===== src/rtl/grid_mover_pkg.sv =====
// rtl/grid_mover_pkg.sv - shared direction indices and mover state encoding
package grid_mover_pkg;

   localparam int DIR_UP    = 0;
   localparam int DIR_DOWN  = 1;
   localparam int DIR_LEFT  = 2;
   localparam int DIR_RIGHT = 3;

   localparam int CNT_W = 16;

   typedef enum logic {
      ST_IDLE = 1'b0,
      ST_ASK  = 1'b1
   } state_t;

endpackage


===== src/rtl/grid_step.sv =====
// rtl/grid_step.sv - opposing-key cancel, grid bound mask and stepped coordinate
module grid_step
   import grid_mover_pkg::*;
#(
   parameter int COORD_W = 4,
   parameter int GRID_W  = 13,
   parameter int GRID_H  = 12
) (
   input  logic [COORD_W-1:0] pos_x,
   input  logic [COORD_W-1:0] pos_y,
   input  logic [3:0]         move,
   output logic [3:0]         eff_dir,
   output logic [COORD_W-1:0] step_x,
   output logic [COORD_W-1:0] step_y
);

   localparam logic [COORD_W-1:0] MAX_X = COORD_W'(GRID_W - 1);
   localparam logic [COORD_W-1:0] MAX_Y = COORD_W'(GRID_H - 1);

   always_comb begin
      eff_dir = '0;
      eff_dir[DIR_UP]    = move[DIR_UP]    & ~move[DIR_DOWN]  & (pos_y != '0);
      eff_dir[DIR_DOWN]  = move[DIR_DOWN]  & ~move[DIR_UP]    & (pos_y != MAX_Y);
      eff_dir[DIR_LEFT]  = move[DIR_LEFT]  & ~move[DIR_RIGHT] & (pos_x != '0);
      eff_dir[DIR_RIGHT] = move[DIR_RIGHT] & ~move[DIR_LEFT]  & (pos_x != MAX_X);

      step_x = pos_x;
      if (eff_dir[DIR_RIGHT])
         step_x = pos_x + COORD_W'(1);
      else if (eff_dir[DIR_LEFT])
         step_x = pos_x - COORD_W'(1);

      step_y = pos_y;
      if (eff_dir[DIR_DOWN])
         step_y = pos_y + COORD_W'(1);
      else if (eff_dir[DIR_UP])
         step_y = pos_y - COORD_W'(1);
   end

endmodule


===== src/rtl/grid_mover.sv =====
// rtl/grid_mover.sv - held-direction entity mover with checker handshake, auto-repeat and timeout
module grid_mover
   import grid_mover_pkg::*;
#(
   parameter int COORD_W       = 4,
   parameter int GRID_W        = 13,
   parameter int GRID_H        = 12,
   parameter int START_X       = 6,
   parameter int START_Y       = 11,
   parameter int REPEAT_DELAY  = 8,
   parameter int REPEAT_PERIOD = 4,
   parameter int TIMEOUT       = 16
) (
   input  logic               clk,
   input  logic               rstn,
   input  logic [3:0]         move,
   input  logic               load,
   input  logic [COORD_W-1:0] load_x,
   input  logic [COORD_W-1:0] load_y,
   output logic               ask_valid,
   output logic [COORD_W-1:0] ask_x,
   output logic [COORD_W-1:0] ask_y,
   input  logic               resp_accept,
   input  logic               resp_reject,
   input  logic [COORD_W-1:0] resp_x,
   input  logic [COORD_W-1:0] resp_y,
   output logic [COORD_W-1:0] pos_x,
   output logic [COORD_W-1:0] pos_y,
   output logic               moved,
   output logic               rejected,
   output logic               timed_out
);

   state_t             state, state_nxt;
   logic [COORD_W-1:0] pos_x_nxt, pos_y_nxt, ask_x_nxt, ask_y_nxt;
   logic               moved_nxt, rejected_nxt, timed_out_nxt;
   logic [CNT_W-1:0]   rep_cnt, rep_cnt_nxt, tmo_cnt, tmo_cnt_nxt;
   logic               rep_phase, rep_phase_nxt;
   logic [3:0]         last_dir, last_dir_nxt;
   logic [3:0]         eff_dir;
   logic [COORD_W-1:0] step_x, step_y;
   logic               rep_hit;

   grid_step #(
      .COORD_W (COORD_W),
      .GRID_W  (GRID_W),
      .GRID_H  (GRID_H)
   ) u_step (
      .pos_x   (pos_x),
      .pos_y   (pos_y),
      .move    (move),
      .eff_dir (eff_dir),
      .step_x  (step_x),
      .step_y  (step_y)
   );

   // rep_cnt counts idle cycles already spent holding; the issuing cycle is the last one counted
   assign rep_hit = (REPEAT_DELAY != 0) &&
                    (rep_phase ? (rep_cnt == CNT_W'(REPEAT_PERIOD - 1))
                               : (rep_cnt == CNT_W'(REPEAT_DELAY - 1)));

   always_ff @(posedge clk or negedge rstn) begin
      if (!rstn) begin
         state     <= ST_IDLE;
         pos_x     <= COORD_W'(START_X);
         pos_y     <= COORD_W'(START_Y);
         ask_x     <= '0;
         ask_y     <= '0;
         moved     <= 1'b0;
         rejected  <= 1'b0;
         timed_out <= 1'b0;
         rep_cnt   <= '0;
         tmo_cnt   <= '0;
         rep_phase <= 1'b0;
         last_dir  <= '0;
      end else begin
         state     <= state_nxt;
         pos_x     <= pos_x_nxt;
         pos_y     <= pos_y_nxt;
         ask_x     <= ask_x_nxt;
         ask_y     <= ask_y_nxt;
         moved     <= moved_nxt;
         rejected  <= rejected_nxt;
         timed_out <= timed_out_nxt;
         rep_cnt   <= rep_cnt_nxt;
         tmo_cnt   <= tmo_cnt_nxt;
         rep_phase <= rep_phase_nxt;
         last_dir  <= last_dir_nxt;
      end
   end

   always_comb begin
      state_nxt     = state;
      pos_x_nxt     = pos_x;
      pos_y_nxt     = pos_y;
      ask_x_nxt     = ask_x;
      ask_y_nxt     = ask_y;
      moved_nxt     = 1'b0;
      rejected_nxt  = 1'b0;
      timed_out_nxt = 1'b0;
      rep_cnt_nxt   = rep_cnt;
      tmo_cnt_nxt   = tmo_cnt;
      rep_phase_nxt = rep_phase;
      last_dir_nxt  = last_dir;

      if (load) begin
         state_nxt     = ST_IDLE;
         pos_x_nxt     = load_x;
         pos_y_nxt     = load_y;
         rep_cnt_nxt   = '0;
         tmo_cnt_nxt   = '0;
         rep_phase_nxt = 1'b0;
         last_dir_nxt  = move;
      end else begin
         case (state)
            ST_IDLE: begin
               if (move == 4'b0000) begin
                  last_dir_nxt  = '0;
                  rep_cnt_nxt   = '0;
                  rep_phase_nxt = 1'b0;
               end else if (move != last_dir) begin
                  rep_cnt_nxt   = '0;
                  rep_phase_nxt = 1'b0;
                  if (eff_dir != 4'b0000) begin
                     state_nxt    = ST_ASK;
                     ask_x_nxt    = step_x;
                     ask_y_nxt    = step_y;
                     last_dir_nxt = move;
                     tmo_cnt_nxt  = '0;
                  end
               end else if (rep_hit) begin
                  // a blocked repeat holds the count so it fires as soon as the way clears
                  if (eff_dir != 4'b0000) begin
                     state_nxt     = ST_ASK;
                     ask_x_nxt     = step_x;
                     ask_y_nxt     = step_y;
                     rep_cnt_nxt   = '0;
                     rep_phase_nxt = 1'b1;
                     tmo_cnt_nxt   = '0;
                  end
               end else if (REPEAT_DELAY != 0) begin
                  rep_cnt_nxt = rep_cnt + CNT_W'(1);
               end
            end
            ST_ASK: begin
               if (resp_accept) begin
                  state_nxt = ST_IDLE;
                  pos_x_nxt = resp_x;
                  pos_y_nxt = resp_y;
                  moved_nxt = 1'b1;
               end else if (resp_reject) begin
                  state_nxt    = ST_IDLE;
                  rejected_nxt = 1'b1;
               end else if (TIMEOUT != 0) begin
                  if (tmo_cnt == CNT_W'(TIMEOUT - 1)) begin
                     state_nxt     = ST_IDLE;
                     timed_out_nxt = 1'b1;
                  end else begin
                     tmo_cnt_nxt = tmo_cnt + CNT_W'(1);
                  end
               end
            end
            default: state_nxt = ST_IDLE;
         endcase
      end
   end

   always_comb begin
      ask_valid = (state == ST_ASK);
   end

endmodule


===== config.mk =====
export PLATFORM = sky130hd
export DESIGN_NAME = grid_mover
export DESIGN_NICKNAME = d
export VERILOG_FILES = /design/src/rtl/grid_mover_pkg.sv /design/src/rtl/grid_step.sv /design/src/rtl/grid_mover.sv
export SDC_FILE = /design/constraint.sdc
export NUM_CORES = 1
export LEC_CHECK = 0
export ABC_AREA = 1
export ABC_CLOCK_PERIOD_IN_PS = 5500
export BUFFER_PORTS_ARGS = -buffer_cell sky130_fd_sc_hd__buf_4
export CORE_AREA = 2 2 82 84
export CTS_BUF_LIST = sky130_fd_sc_hd__clkbuf_2 sky130_fd_sc_hd__clkbuf_4 sky130_fd_sc_hd__clkbuf_8
export CTS_CLUSTER_DIAMETER = 120
export DETAILED_ROUTE_END_ITERATION = 10
export DIE_AREA = 0 0 84 86
export PLACE_DENSITY = 0.95
export SLEW_MARGIN = 20
export SYNTH_ARGS = -nofsm -noshare
export SYNTH_HDL_FRONTEND = slang
export SYNTH_SLANG_ARGS = --single-unit

===== constraint.sdc =====
create_clock -name clk -period 5.5 [get_ports clk]
set_input_delay 0.275 -clock clk [delete_from_list [all_inputs] [get_ports clk]]
set_output_delay 0.275 -clock clk [all_outputs]
set_load 0.005 [all_outputs]

=== After elaboration in Yosys (flattened, before gate mapping) ===
Index checks and enable logic that the tools add are counted.

* Register bits after elaboration: 57
* Latch bits: 0
* Memory bits (writable): 0
* Memory bits (read-only): 0
* Bits of input ports: 25
* Output and inout port bits: 20
* Logic and storage cells: 127
* Memories: 0

* Add/sub/neg operators: 6
* Multipliers: 0
* Divide/modulo/power cells: 0
* Magnitude comparators: 0
* Eq/ne operators: 13
* Shifts and indexed selects: 0
* Muxes and demuxes: 64
* Bitwise logic cells: 15
* Reduce and logical (&&, ||, !) cells: 17

{| class="wikitable"
|+ Operators with widths
! cell !! count
|-
| 16-bit 2-to-1 mux || 14
|-
| 4-bit 2-to-1 mux || 21
|-
| 16-bit by 1-bit adder with 16-bit output, second input constant || 2
|-
| 16-bit one-hot mux with 2 select lines || 1
|-
| 1-bit 2-to-1 mux || 27
|-
| 4-bit nonzero test || 5
|-
| 16-bit by 2-bit == test with 1-bit output, second input constant || 1
|-
| 16-bit by 3-bit == test with 1-bit output, second input constant || 1
|-
| 16-bit by 4-bit == test with 1-bit output, second input constant || 1
|-
| 3-bit inequality test, second input constant || 4
|-
| 4-bit inequality test, second input constant || 3
|-
| 4-bit by 1-bit adder with 4-bit output, second input constant || 2
|-
| 1-bit AND || 8
|-
| 4-bit by 1-bit subtractor with 4-bit output, second input constant || 2
|-
| 1-bit NOT || 7
|-
| 3-bit AND reduction || 2
|-
| 2-bit nonzero test || 3
|-
| 3-bit nonzero test || 2
|-
| 5-bit by 2-bit inequality test with 1-bit output, second input constant || 1
|-
| 5-bit AND reduction || 1
|-
| 4-bit logical NOT || 1
|-
| 4-bit inequality test || 1
|-
| 2-bit AND reduction || 2
|-
| 4-bit AND reduction || 1
|-
| other kinds (2) || 2
|}

=== Logic depth before layout (Yosys ltp) ===
* Depth after elaboration: 10
* Mapped depth: 13
* Gate-level depth less buffers: 12

=== Cells and area by module ===
A second synthesis with hierarchy kept.

* Cells, all modules: 612
* Area total of the unflattened synthesis: 4087.7 um2

{| class="wikitable"
|+ By module, submodules not included
! module !! instances !! cells each !! area an instance (um2) !! seq. area each (um2)
|-
| grid_mover || 1 || 537 || 3679.8 || 1432.6
|-
| grid_step || 1 || 75 || 407.9 || 0.0
|}

=== Worst setup path after synthesis ===
OpenSTA, ideal clock, no wires.

* Path kind: register to register
* From: register pos_x[1]
* To: register tmo_cnt[9]
* Library setup time: 0.117 ns
* Arrival: 1.678 ns
* Data required time: 5.383 ns
* Slack: 3.706 ns
* Cell stages (with the launch flop): 14
* Buffers on the path: 1
* Clock period less this slack: 1.794 ns
* Cells stage by stage: dfstp_2 inv_1 ha_1 nand3_1 nand2_2 nand2_2 inv_4 nand2_8 nand2_4 nand2_8 nand2_8 buf_12 nand2_2 nand2_1

* Longest elaborated chain between the ends: 9
* Elaborated cells on any way between the ends: 11
* Classes of those cells: eq/ne: 1; mux: 6; bitwise: 2; reduce/logical: 2

{| class="wikitable"
|+ Ends and longest elaborated chain
! element !! line !! text
|-
| from (decl) || grid_mover.sv:27 || <nowiki>output logic [COORD_W-1:0] pos_x,</nowiki>
|-
| from (signal assigned) || grid_mover.sv:65 || <nowiki>pos_x <= COORD_W'(START_X);</nowiki>
|-
| from (signal assigned) || grid_mover.sv:78 || <nowiki>pos_x <= pos_x_nxt;</nowiki>
|-
| 4-bit inequality test / 4-bit nonzero test (equally long branches) || grid_step.sv:25, grid_step.sv:24 ||
|-
| 1-bit AND (on tied branches) || grid_step.sv:25, grid_step.sv:24 ||
|-
| 4-bit nonzero test (*) || grid_mover.sv:124, grid_mover.sv:133 ||
|-
| 16-bit 2-to-1 mux (*) || n/a ||
|-
| 16-bit 2-to-1 mux || n/a ||
|-
| 16-bit 2-to-1 mux (*) (2 in series) || n/a ||
|-
| 16-bit one-hot mux with 2 select lines (*) || n/a ||
|-
| 16-bit 2-to-1 mux (*) || n/a ||
|-
| to (signal assigned) || grid_mover.sv:86 || <nowiki>tmo_cnt <= tmo_cnt_nxt;</nowiki>
|-
| to (decl) || grid_mover.sv:37 || <nowiki>logic [CNT_W-1:0] rep_cnt, rep_cnt_nxt, tmo_cnt, tmo_cnt_nxt;</nowiki>
|}

Mark *: on every way between the ends. The rest lies on a longest branch, timed or not. The select of a mux whose other input is x is not followed.
A chain may end at the register's enable or synchronous reset.

=== Worst setup path in the final report ===
* From: input load
* To: register rep_cnt[3]

* Longest elaborated chain between the ends: 2
* Elaborated cells on any way between the ends: 4
* Classes of those cells: eq/ne: 2; mux: 1; reduce/logical: 1

{| class="wikitable"
|+ Ends and longest elaborated chain
! element !! line !! text
|-
| from (decl) || grid_mover.sv:17 || <nowiki>input logic load,</nowiki>
|-
| 5-bit by 2-bit inequality test with 1-bit output (no source line) / 2-bit inequality test (equally long branches) || n/a ||
|-
| 2-bit AND reduction (no source line) || n/a ||
|-
| to (signal assigned) || grid_mover.sv:85 || <nowiki>rep_cnt <= rep_cnt_nxt;</nowiki>
|-
| to (decl) || grid_mover.sv:37 ||
|}

Parallel ways exist; a longest one is shown, timed or not.

==> results.txt <==
Run status: finished, violations left
Failing checks: negative hold slack
Finished Core Util: 72.3%
Remaining Overflow, GRT: 0
Cts repair resizes: 0
Initial antenna violation count: 0
Floorplan core area: 6280 sq um
Hold_ws: -0.0178 ns
Number of global-route vias before repair: 3841
Synth cell types: 36
Endpoints failing hold: 27
IO Port Bufs: 44
Pwr dens: 253 nW/um^2
Critical path arrival: 2.88 ns
CP cell instances: buf_4 -> inv_1 -> nand2_1 -> nand2_2 -> nand3_4 -> nand3_1 -> nand2_1
Leakage: 2.26 nW
Syn Std Cell Area: 4060 sq um
IO Count: 45
WL/cell: 14.7 microns
DR pass1 iterations: 6
Share of the yosys chip area belonging to registers: 35.3%
Post-Syn Nets: 614
VDD IR-drop max: 0.234 mV
Worst relative slew slack: 45.4%
Worst Path Max Fanout: 22
Capturing point of the worst reg2reg path: rep_cnt[3]
FFs w/ async S/R, synth: 100%
Largest family of logic cells by synthesized area: simple AND/OR/NAND/NOR gates
Critical Path End: rep_cnt[3]
Final GP Congestion: 0.936
Synth top cells by count: nand2_1 (168), nor2_1 (88), nand3_1 (67)
Adder-cell share of the synthesized area: 1.85%
WP data required: 5.73 ns
Worst r2r path cells: 11
Synth Flop Type: dfrtp_1
Worst flop-to-flop path startpoint: pos_x[0]
Startpoint Class: input port
Antenna diodes: 0
CP max-delay cell: nand2_1
DRT iter0 DRCs: 353
Clk root buf: clkbuf_8
Drt drc: 0
Fin nets: 651
Initial Util: 64.7%
Die span in y: 86 microns
CTS sink count: 57
Die Wd: 84 microns
Synth Register Bits: 57
CP startpoint: load
Post-CTS Setup Repair Bufs: 0
Crit. End Element: flop
Yosys top cell area share: 32.1%
CTS tree: done
Max Clock Freq: 0.377 GHz
Post-synthesis instance total: 583
Share of layout cells above drive strength 1: 18.9%
CTS Buf Count: 9
Design area: 4540 sq um
Multiplexer share of the synthesized area: 0%
Ys Warns: 0
Most common cell in the netlist: nand2_1
Post-synthesis compound-gate area fraction: 5.02%
Post-DP Area: 4350 sq um
Final period util: 48.2%
Most used cell, CP: nand2_1
Min-delay worst type: in2async
Synth area leaders: dfrtp_1 (32%), nand2_1 (16%), nand3_1 (8.3%), nor2_1 (8.1%), inv_1 (4.5%)
Detailed Place HPWL: 7440 microns
Setup Viol. Count Final: 0
Die footprint: 7220 sq um
WL final: 10400 microns
Actual slew at the worst max-slew pin: 0.818 ns
Clock slew at the register clock pins of the worst setup and hold paths: 0.07 ns
Crit path time final: 2.65 ns
Post-synth EDFFs: 0
Pins Over Slew Limit: 0
Unrepaired setup endpoints after global routing: no
Cell row count: 29
Tot GR Track Use: 30.5%
Final Skew: 0.00773 ns
Setup Crit Path Kind: in2reg
Largest area contributor in the netlist: dfrtp_1
DR vias: 4008
Setup TNS: 0 ns
Max-cap viol count: 0
Clk buf depth: 2
Worst-Skew Late Latency: 0.35 ns
Avg Inst Size Synth: 6.96 sq um
Global-route wire length before repair: 17600 microns
Synth Area in Simple Gates: 46.5%
Post-CTS Hold Buffers: 0
Post-synthesis xor/xnor area fraction: 2.59%
Worst R2R Setup Slack: 3.30 ns
Detail Route Antenna Nets: 0
Drt via density: 5.71
Htree depth: 3
Pin count of the biggest net entering global routing: 58
Area grow syn2layout: 11.8%
Crit path largest cell delay: 0.73 ns
-- worst min path at each step --
stage	depth (start not counted)	start	to	slack (ns)
after floorplan	0	rstn	ask_valid	-0.02
after global placement	1	rstn	ask_y[0]	0.36
after detailed placement	1	rstn	last_dir[1]	0.37
after CTS	1	rstn	last_dir[1]	0.008
after global routing	1	rstn	ask_y[2]	0.05
final	1	rstn	last_dir[1]	-0.02
-- metal layers --
metal	global-route usage (%)	wire [microns]	vias to the layer above
met5	0	0	-
met4	12.0	245	0
met3	5.39	662	30
met2	52.7	5170	159
met1	38.3	4280	1871
li1	-	-	1948
-- stage by stage --
step                      instances  power, mW  worst slack, ns
after floorplan                 583      0.671             3.71
after global placement          686      0.760             2.72
after detailed placement        686      0.777             2.53
after CTS                       702       1.15             2.89
after global routing            702       1.20             2.67
final                           702       1.15             2.85
-- cell families after synthesis --
logic type,count (synthesis)
flops,57
fa+ha+maj,6
xor+xnor,12
compound gates,36
simple gates,397
buf+inv,75
-- where the power goes --
group / total, mW / internal, mW / switching (mW) / leakage, nW
Sequential: 0.504 / 0.465 / 0.0392 / 0.748
Combinational: 0.274 / 0.109 / 0.165 / 1.42
Clock: 0.371 / 0.203 / 0.168 / 0.0969
Total: 1.15 / 0.776 / 0.372 / 2.26
-- state kept, by name, indices dropped and copies added, names as in the netlist --
name	flops
tmo_cnt	16
last_dir	4
timed_out	1
pos_x	4
rejected	1
ask_x	4
ask_y	4
moved	1
ask_valid	1
rep_phase	1
rep_cnt	16
pos_y	4
-- placed cells by master, fill, tap and decap left out, types with 3 or more instances in the layout --
cell type  instances
a21oi_1            3
a31oi_1            8
buf_4             44
clkbuf_4           3
clkbuf_8          11
dfrtp_1           52
dfstp_2            5
ha_1               6
inv_1             49
inv_2              6
nand2_1          168
nand2_2           18
nand2_4            4
nand2_8            3
nand3_1           67
nand3_2           11
nand4_1           23
nor2_1            88
nor2_2             5
o21ai_0           13
o21ai_1            6
xor2_1            12
-- area by class of cell --
cell class	count	area [sq um]
clock buffers	14	174
clock inverters	2	12.5
fillers	474	1740
inverters	57	219
multi-input cells	451	2270
flip-flops and latches	57	1430
well taps	77	96.3
repair buffers	44	330
-- critical path: cells and delay by family --
family | cells | cell delay, ns
buffers and inverters | 2 | 0.78
AND/OR/NAND/NOR | 5 | 1.81
(Power assumes the default switching activity.)
